**src/rtl/wptr_full_level.sv**
```systemverilog
// ---------------------------------------------------------------------------
// wptr_full_level
//
// Write-side pointer and status block of a dual-clock FIFO. Everything runs
// in the wclk domain. Keeps the binary and Gray write pointers, the
// registered full flag, an occupancy level computed against the synchronised
// read pointer, a programmable almost-full flag, the free-space count and a
// sticky overflow flag.
//
// Ports:
//   wclk          write clock, all state on its rising edge
//   wrst_n        asynchronous active-low reset
//   winc          write request
//   wq2_rptr      read Gray pointer, already synchronised into wclk
//   waf_thresh    almost-full threshold in entries (quasi-static)
//   wovf_clr      clear for the sticky overflow flag
//   wen           memory write enable (winc & ~wfull)
//   waddr         memory write address
//   wptr          registered Gray write pointer, to the read domain
//   wfull         registered full flag
//   walmost_full  registered almost-full flag (wlevel >= waf_thresh)
//   wlevel        registered occupancy seen from the write side, 0..DEPTH
//   wfree         DEPTH - wlevel
//   woverflow     sticky: a write was attempted while full
//
// Handshake: winc is a request, ~wfull acts as ready; a write is accepted
// exactly in a cycle where winc=1 and wfull=0 (wen=1). A request while full
// is dropped, the pointer holds, and woverflow is set.
// ---------------------------------------------------------------------------
module wptr_full_level #(
    parameter int ADDRSIZE = 4
) (
    input  logic                wclk,
    input  logic                wrst_n,
    input  logic                winc,
    input  logic [ADDRSIZE:0]   wq2_rptr,
    input  logic [ADDRSIZE:0]   waf_thresh,
    input  logic                wovf_clr,
    output logic                wen,
    output logic [ADDRSIZE-1:0] waddr,
    output logic [ADDRSIZE:0]   wptr,
    output logic                wfull,
    output logic                walmost_full,
    output logic [ADDRSIZE:0]   wlevel,
    output logic [ADDRSIZE:0]   wfree,
    output logic                woverflow
);

    localparam int              DEPTH   = 1 << ADDRSIZE;
    localparam logic [ADDRSIZE:0] DEPTH_W = DEPTH[ADDRSIZE:0];

    logic [ADDRSIZE:0] wbin;
    logic [ADDRSIZE:0] wbinnext;
    logic [ADDRSIZE:0] wgraynext;
    logic [ADDRSIZE:0] rbin;
    logic [ADDRSIZE:0] wlevel_next;
    logic              wfull_next;
    logic              walmost_full_next;

    // wfull is registered, so wen never depends on wq2_rptr combinationally.
    assign wen   = winc & ~wfull;
    assign waddr = wbin[ADDRSIZE-1:0];
    assign wfree = DEPTH_W - wlevel;

    assign wbinnext  = wbin + {{ADDRSIZE{1'b0}}, wen};
    assign wgraynext = (wbinnext >> 1) ^ wbinnext;

    // Gray to binary: each bit is the XOR of all Gray bits at or above it.
    always_comb begin
        rbin = '0;
        rbin[ADDRSIZE] = wq2_rptr[ADDRSIZE];
        for (int i = ADDRSIZE - 1; i >= 0; i--) begin
            rbin[i] = rbin[i+1] ^ wq2_rptr[i];
        end
    end

    // Modular difference; the extra pointer bit lets a full FIFO read DEPTH.
    assign wlevel_next = wbinnext - rbin;

    // Full when the next write pointer equals the read pointer with the two
    // MSBs inverted (Gray form of "one lap ahead").
    assign wfull_next = (wgraynext == {~wq2_rptr[ADDRSIZE:ADDRSIZE-1],
                                       wq2_rptr[ADDRSIZE-2:0]});

    assign walmost_full_next = (wlevel_next >= waf_thresh);

    always_ff @(posedge wclk or negedge wrst_n) begin
        if (!wrst_n) begin
            wbin         <= '0;
            wptr         <= '0;
            wfull        <= 1'b0;
            walmost_full <= 1'b0;
            wlevel       <= '0;
        end else begin
            wbin         <= wbinnext;
            wptr         <= wgraynext;
            wfull        <= wfull_next;
            walmost_full <= walmost_full_next;
            wlevel       <= wlevel_next;
        end
    end

    // Set has priority over clear so an overflow in the clearing cycle is
    // not lost.
    always_ff @(posedge wclk or negedge wrst_n) begin
        if (!wrst_n) begin
            woverflow <= 1'b0;
        end else if (winc & wfull) begin
            woverflow <= 1'b1;
        end else if (wovf_clr) begin
            woverflow <= 1'b0;
        end
    end

endmodule

```
**config.mk**
```make
export PLATFORM = sky130hd
export DESIGN_NAME = wptr_full_level
export DESIGN_NICKNAME = d
export VERILOG_FILES = /design/src/rtl/wptr_full_level.sv
export SDC_FILE = /design/constraint.sdc
export NUM_CORES = 1
export LEC_CHECK = 0
export BUFFER_PORTS_ARGS = -buffer_cell sky130_fd_sc_hd__buf_2
export CORE_ASPECT_RATIO = 1.25
export CORE_MARGIN = 3
export CORE_UTILIZATION = 35
export CTS_CLUSTER_SIZE = 12
export DETAILED_ROUTE_END_ITERATION = 16
export PLACE_DENSITY = 0.58
export SETUP_SLACK_MARGIN = 0.02
export SYNTH_ARGS = -nofsm -noshare
export SYNTH_HDL_FRONTEND = slang
export SYNTH_SLANG_ARGS = --single-unit
```
**constraint.sdc**
```tcl
create_clock -name wclk -period 2.51 [get_ports wclk]
set_input_delay 0.3765 -clock wclk [delete_from_list [all_inputs] [get_ports wclk]]
set_output_delay 0.3765 -clock wclk [all_outputs]
set_load 0.05 [all_outputs]
```
==> summary.txt, run 1 <==
Outcome - finished with violations
Failing checks - negative hold slack
CTS Sinks - 17
WL per Instance - 11.78 µm
Critical setup path kind - reg2reg
Post-synthesis adder-cell area fraction - 15.76%
Post-layout worst setup margin - 85.96 ps
Startpoint Class - flip-flop
Worst Clk Skew - 4.339 ps
Main combinational cell family by area after synthesis - XOR/XNOR gates
Highest-delay cell along the critical path - dfrtp_2
Crit path DAT - 2600 ps
GR Util All Layers - 12.77%
Nets - 183
Boundary pin count - 37
Post-Syn Area - 1080 µm²
Cell variety after synth - 25
First-pass detailed-route iteration total - 3
Antenna Nets Post-Route - 0
Tightest Pin Transition - 389.4 ps
CTS tree - built
Die H - 68.10 µm
Clk slew on worst S/H paths - 90 ps
Final TNS setup - 0 ps
Initial antenna violation count - 0
Die ar. - 3792 µm²
Tmin final - 2424 ps
Post-synth net total - 127
# hold bufs at CTS - 0
Worst hold slack - -0.3334 ps
Post-synth EDFFs - 0
Simple-Gate Fraction of Synth Area - 11.59%
Worst path top cell family by delay - adder cells
Syn Inst Count - 100
Fin crit share - 96.58%
Syn Area/Cell - 10.80 µm²
Post-synthesis mux area share - 0%
Number of DRC markers in iteration 0 - 7
DPL Wire Length - 1862 µm
Commonest non-fill, non-tap cell in the layout - buf_2
Slowest stage delay, CP - 440 ps
CTS Buffer Depth - 2
Synth Warn # - 0
Layout cell share with drive strength beyond 1 - 48.39%
Initial Util - 38.41%
DRC - 0
DR vias - 855
Crit path buf inv count - 1
XOR/XNOR share of the synthesized area - 22.13%
Port buffer count - 36
Overflow left after global routing - 0
Final Hold Viols - 2
Die Width - 55.68 µm
Sequential area share after synthesis - 39.40%
Placer Congestion - 0.7532
Max cap viols - 0
Post-synthesis async set-or-reset flop share - 100.0%
Fin. max-slew vios - 0
Core ar. - 2811 µm²
Setup violations, final - 0
Area Growth Syn to Fin - 44.73%
Clk_lat worst skew - 280 ps
Vias in the first global route - 854
Vias per cell - 4.524
Worst min-delay path class - in2async
Core Rows - 21
Critical Path End Type - flip-flop
H-tree levels - 1
Slew margin rel. - 73.85%
Commonest non-fill, non-tap cells in the layout - buf_2, buf_4, dfrtp_1
Cts bufs inserted - 3
CP Cell Sequence - nor2b_4, ha_4, ha_4, buf_4, ha_1, a21o_1, a21oi_2, xnor2_1, ha_1, o21ai_1, a21oi_1
Synth Area in Compound Gates - 5.562%
Placement Setup Slack - -306.0 ps
Antenna cells - 0
CTS root buf - clkbuf_4
WP data required - 2680 ps
First-pass GRT wire length - 3705 µm
Pin count of the biggest net entering global routing - 18
CP Max Fanout - 5
Fmax - 412.5 MHz
Post-synth top flop - dfrtp_1
Post-Route WL - 2226 µm
Final core utilization - 55.59%
Synthesized flop and latch total - 17
[worst register-to-register path: cells and delay by family (launching register included)]
| family | cells | cell delay, ps |
|---|---|---|
| buf+inv | 1 | 150 |
| simple gates | 1 | 150 |
| xor+xnor | 1 | 160 |
| fa+ha+maj | 4 | 940 |
| compound gates | 4 | 490 |
| flops | 1 | 440 |
[worst paths after layout]
check                      depth (start not counted)      start  slack, ps      endpoint
min in group wclk                                  2   wovf_clr        280     woverflow
max reg2reg                                       11      wfull         90  walmost_full
max in group asynchronous                          1     wrst_n       2220         wfull
min                                                1     wrst_n       -0.3       wptr[1]
min reg2reg                                        2  woverflow        520     woverflow
max                                               11      wfull         90  walmost_full
[state kept, by name, summed over array words and instances, names as in the netlist]
signal        flops
walmost_full      1
wptr              4
wlevel            5
wfull             1
wbin              5
woverflow         1
[per-layer routing]
layer  track usage (%)  share of wire (%)  vias to the layer above
met5                 0                  0                        -
met4             8.207                2.5                        0
met3             2.264                5.3                        4
met2             21.45                 52                       23
met1             15.24                 40                      397
li1                  -                  -                      431
[area by class of cell]
type | instances | area, µm²
clock buffer | 4 | 26.28
fill | 260 | 1249
inverter | 14 | 52.55
timing repair buffer | 52 | 309.0
sequential | 17 | 426.7
tap | 34 | 42.54
multi-input combinational | 68 | 705.7
[cells by family after synthesis]
logic type,after synthesis
fa+ha+maj,13
buf+inv,15
flops,17
xor+xnor,23
compound gates,9
simple gates,23
[Yosys cell counts, types with 2 or more instances]
cell | number | area [µm²]
dfrtp_1 | 17 | 425.4
inv_1 | 14 | 52.55
xnor2_1 | 13 | 113.9
ha_1 | 12 | 150.1
nand2_1 | 6 | 22.52
xor2_1 | 5 | 43.79
a21oi_1 | 4 | 20.02
xor2_2 | 4 | 65.06
nand2b_1 | 3 | 18.77
nor2_1 | 3 | 11.26
a21o_1 | 2 | 15.01
nand3_1 | 2 | 10.01
nor2b_1 | 2 | 12.51
o21ai_0 | 2 | 10.01
[timing repair]
item / CTS / global route
setup endpoints to repair: 1 / 1
pin swaps: 2 / 12
buffers inserted: 2 / 1
gates resized for setup: 1 / 10
[through the flow]
| step | area (µm²) | cells | hold WS [ps] |
|---|---|---|---|
| after CTS | 1511 | 188 | 2.553 |
| final | 1563 | 189 | -0.3334 |
| after global placement | 1459 | 182 | 314.7 |
| after floorplan | 1146 | 100 | 80.91 |
| after detailed placement | 1459 | 182 | 324.2 |
| after global routing | 1563 | 189 | 13.32 |
Power of run 1 is left out: the tool's default activity adds up to more than one toggle a clock period on the data nets, which glitch-free logic cannot reach.
==> run 2: changes to the inputs <==
--- a/config.mk
+++ b/config.mk
@@ -5,10 +5,11 @@
 export SDC_FILE = /design/constraint.sdc
 export NUM_CORES = 1
 export LEC_CHECK = 0
-export BUFFER_PORTS_ARGS = -buffer_cell sky130_fd_sc_hd__buf_2
+export BUFFER_PORTS_ARGS = -buffer_cell sky130_fd_sc_hd__clkbuf_2
 export CORE_ASPECT_RATIO = 1.25
 export CORE_MARGIN = 3
 export CORE_UTILIZATION = 35
+export CTS_BUF_LIST = sky130_fd_sc_hd__clkbuf_2 sky130_fd_sc_hd__clkbuf_4 sky130_fd_sc_hd__clkbuf_8
 export CTS_CLUSTER_SIZE = 12
 export DETAILED_ROUTE_END_ITERATION = 16
 export PLACE_DENSITY = 0.58
==> summary.txt, run 2 (synthesis results as in run 1) <==
Top Registers - wbin (5), wlevel (5), wptr (4)
R2r setup slk - 110 ps (+20 ps)
WL per Instance - 11.29 µm (-4.1%)
Clk slew on worst S/H paths - 100 ps (about the same)
Outcome - finished with violations
Boundary pin count - 37 (unchanged)
Core ar. - 2811 µm² (unchanged)
Vias in the first global route - 881 (+3.2%)
DRC - 0 (unchanged)
Worst hold slack - -0.1693 ps (+0.1641 ps)
Final Hold Viols - 1 (-1)
Slew margin rel. - 72.48% (-1.4 points)
Cts bufs inserted - 3 (unchanged)
Placed cell count - 181 (-0.55%)
DR vias - 844 (-1.3%)
Commonest non-fill, non-tap cells in the layout - clkbuf_2, buf_4, dfrtp_1
Nets - 185 (+1.1%)
Die H - 68.10 µm (unchanged)
H-tree levels - 1 (unchanged)
Failing checks - negative hold slack
Crit. Startpoint - wq2_rptr[4]
Fin crit share - 97.25% (+0.68 points)
Worst r2r path cells - 11 (unchanged)
Fmax - 409.7 MHz (-0.70%)
Critical setup path kind - in2reg
Core Rows - 21 (unchanged)
RSZ-0062 raised after global routing - true
Tightest Pin Transition - 412.9 ps (+23.45 ps)
CP Max Fanout - 3 (-2)
Critical Path End Type - flip-flop
Reg2reg start - wfull
Startpoint Class - input port
First-pass GRT wire length - 3815 µm (+3.0%)
Area Growth Syn to Fin - 46.93%
CTS root buf - clkbuf_4
Crit path DAT - 2620 ps (+20 ps)
Worst Clk Skew - 2.172 ps (-2.167 ps)
Layout cell share with drive strength beyond 1 - 49.04% (+0.66 points)
Commonest non-fill, non-tap cell in the layout - clkbuf_2
Setup violations, final - 0 (unchanged)
Initial antenna violation count - 0 (unchanged)
Clk_lat worst skew - 290 ps (about the same)
Placer Congestion - 0.7875 (+4.6%)
Antenna Nets Post-Route - 0 (unchanged)
Antenna cells - 0 (unchanged)
Die ar. - 3792 µm² (unchanged)
Post-layout worst setup margin - 68.93 ps (-17.03 ps)
First-pass detailed-route iteration total - 3 (unchanged)
Critical Path Sink - walmost_full
Overflow left after global routing - 0 (unchanged)
Final cell count without fillers - 191 (+1.1%)
Post-Route WL - 2157 µm (-3.1%)
Die Width - 55.68 µm (unchanged)
Multi-input logic area - 698.2 µm² (-1.1%)
Fillcell total - 240 (-7.7%)
Vias per cell - 4.419 (-2.3%)
DPL Wire Length - 1801 µm (-3.3%)
Final core utilization - 56.43% (+0.85 points)
Tmin final - 2441 ps (+17.03 ps)
FF-to-FF End - walmost_full
CTS Buffer Depth - 2 (unchanged)
GR Util All Layers - 13.27% (+0.49 points)
Pin count of the biggest net entering global routing - 18 (unchanged)
Max cap viols - 0 (unchanged)
CTS tree - built
Worst min-delay path class - in2async
Number of DRC markers in iteration 0 - 11 (+4)
Fin. max-slew vios - 0 (unchanged)
Port buffer count - 36 (unchanged)
Initial Util - 38.41% (unchanged)
Placement Setup Slack - -337.9 ps (-31.86 ps)
Reg area - 426.7 µm² (unchanged)
CTS Sinks - 17 (unchanged)
WP data required - 2690 ps (about the same)
## run 2: timing repair
action	CTS	global route
resized for setup	4	9
cloned	0	0
pin swaps	9	11
hold buffers	0	0
buffers inserted	6	0
endpoints found under the setup margin	1	2
## run 2: worst min path at each step
stage | end | slack [ps] | cells after the start
after floorplan | walmost_full | 80 | 0
after global placement | woverflow | 330 | 1
after detailed placement | woverflow | 330 | 1
after CTS | woverflow | 10 | 1
after global routing | wlevel[3] | 10 | 1
final | wptr[0] | -0.2 | 1
## run 2: layer usage
metal / GRT usage, % / part of all wire, % / wire length [µm] / vias up
met5: 0 / 0 / 0 / -
met3: 2.075 / 4.3 / 93 / 2
met2: 22.49 / 52 / 1129 / 21
met4: 8.207 / 1.7 / 36 / 0
met1: 15.96 / 42 / 898 / 387
li1: - / - / - / 434
## run 2: cell type report
| cell class | instances | area share (%) |
|---|---|---|
| Multi-Input combinational cell | 68 | 44.01 |
| Sequential cell | 17 | 26.89 |
| Timing Repair Buffer | 54 | 21.37 |
| Inverter | 14 | 3.312 |
| Tap cell | 34 | 2.681 |
| Clock buffer | 3 | 1.420 |
| Clock inverter | 1 | 0.3155 |
## run 2: stage by stage
step / hold WS [ps] / TNS (ps) / area, µm²
after detailed placement: 330.9 / -337.9 / 1451
after global placement: 330.1 / -291.5 / 1451
after floorplan: 80.91 / -121.9 / 1146
after CTS: 10.93 / 0 / 1556
final: -0.1693 / 0 / 1587
after global routing: 14.62 / -68.16 / 1587
## run 2: critical path, cell delays in order
cell	delay, ps
buf_8	100
xnor2_4	180
xor2_2	220
xor2_2	210
xnor2_1	100
ha_2	190
fa_2	430
inv_2	60
a21o_1	110
a21oi_2	70
xnor2_2	130
ha_1	280
nor2_1	100
a21oi_1	40
Power of run 2 is left out for the same reason.
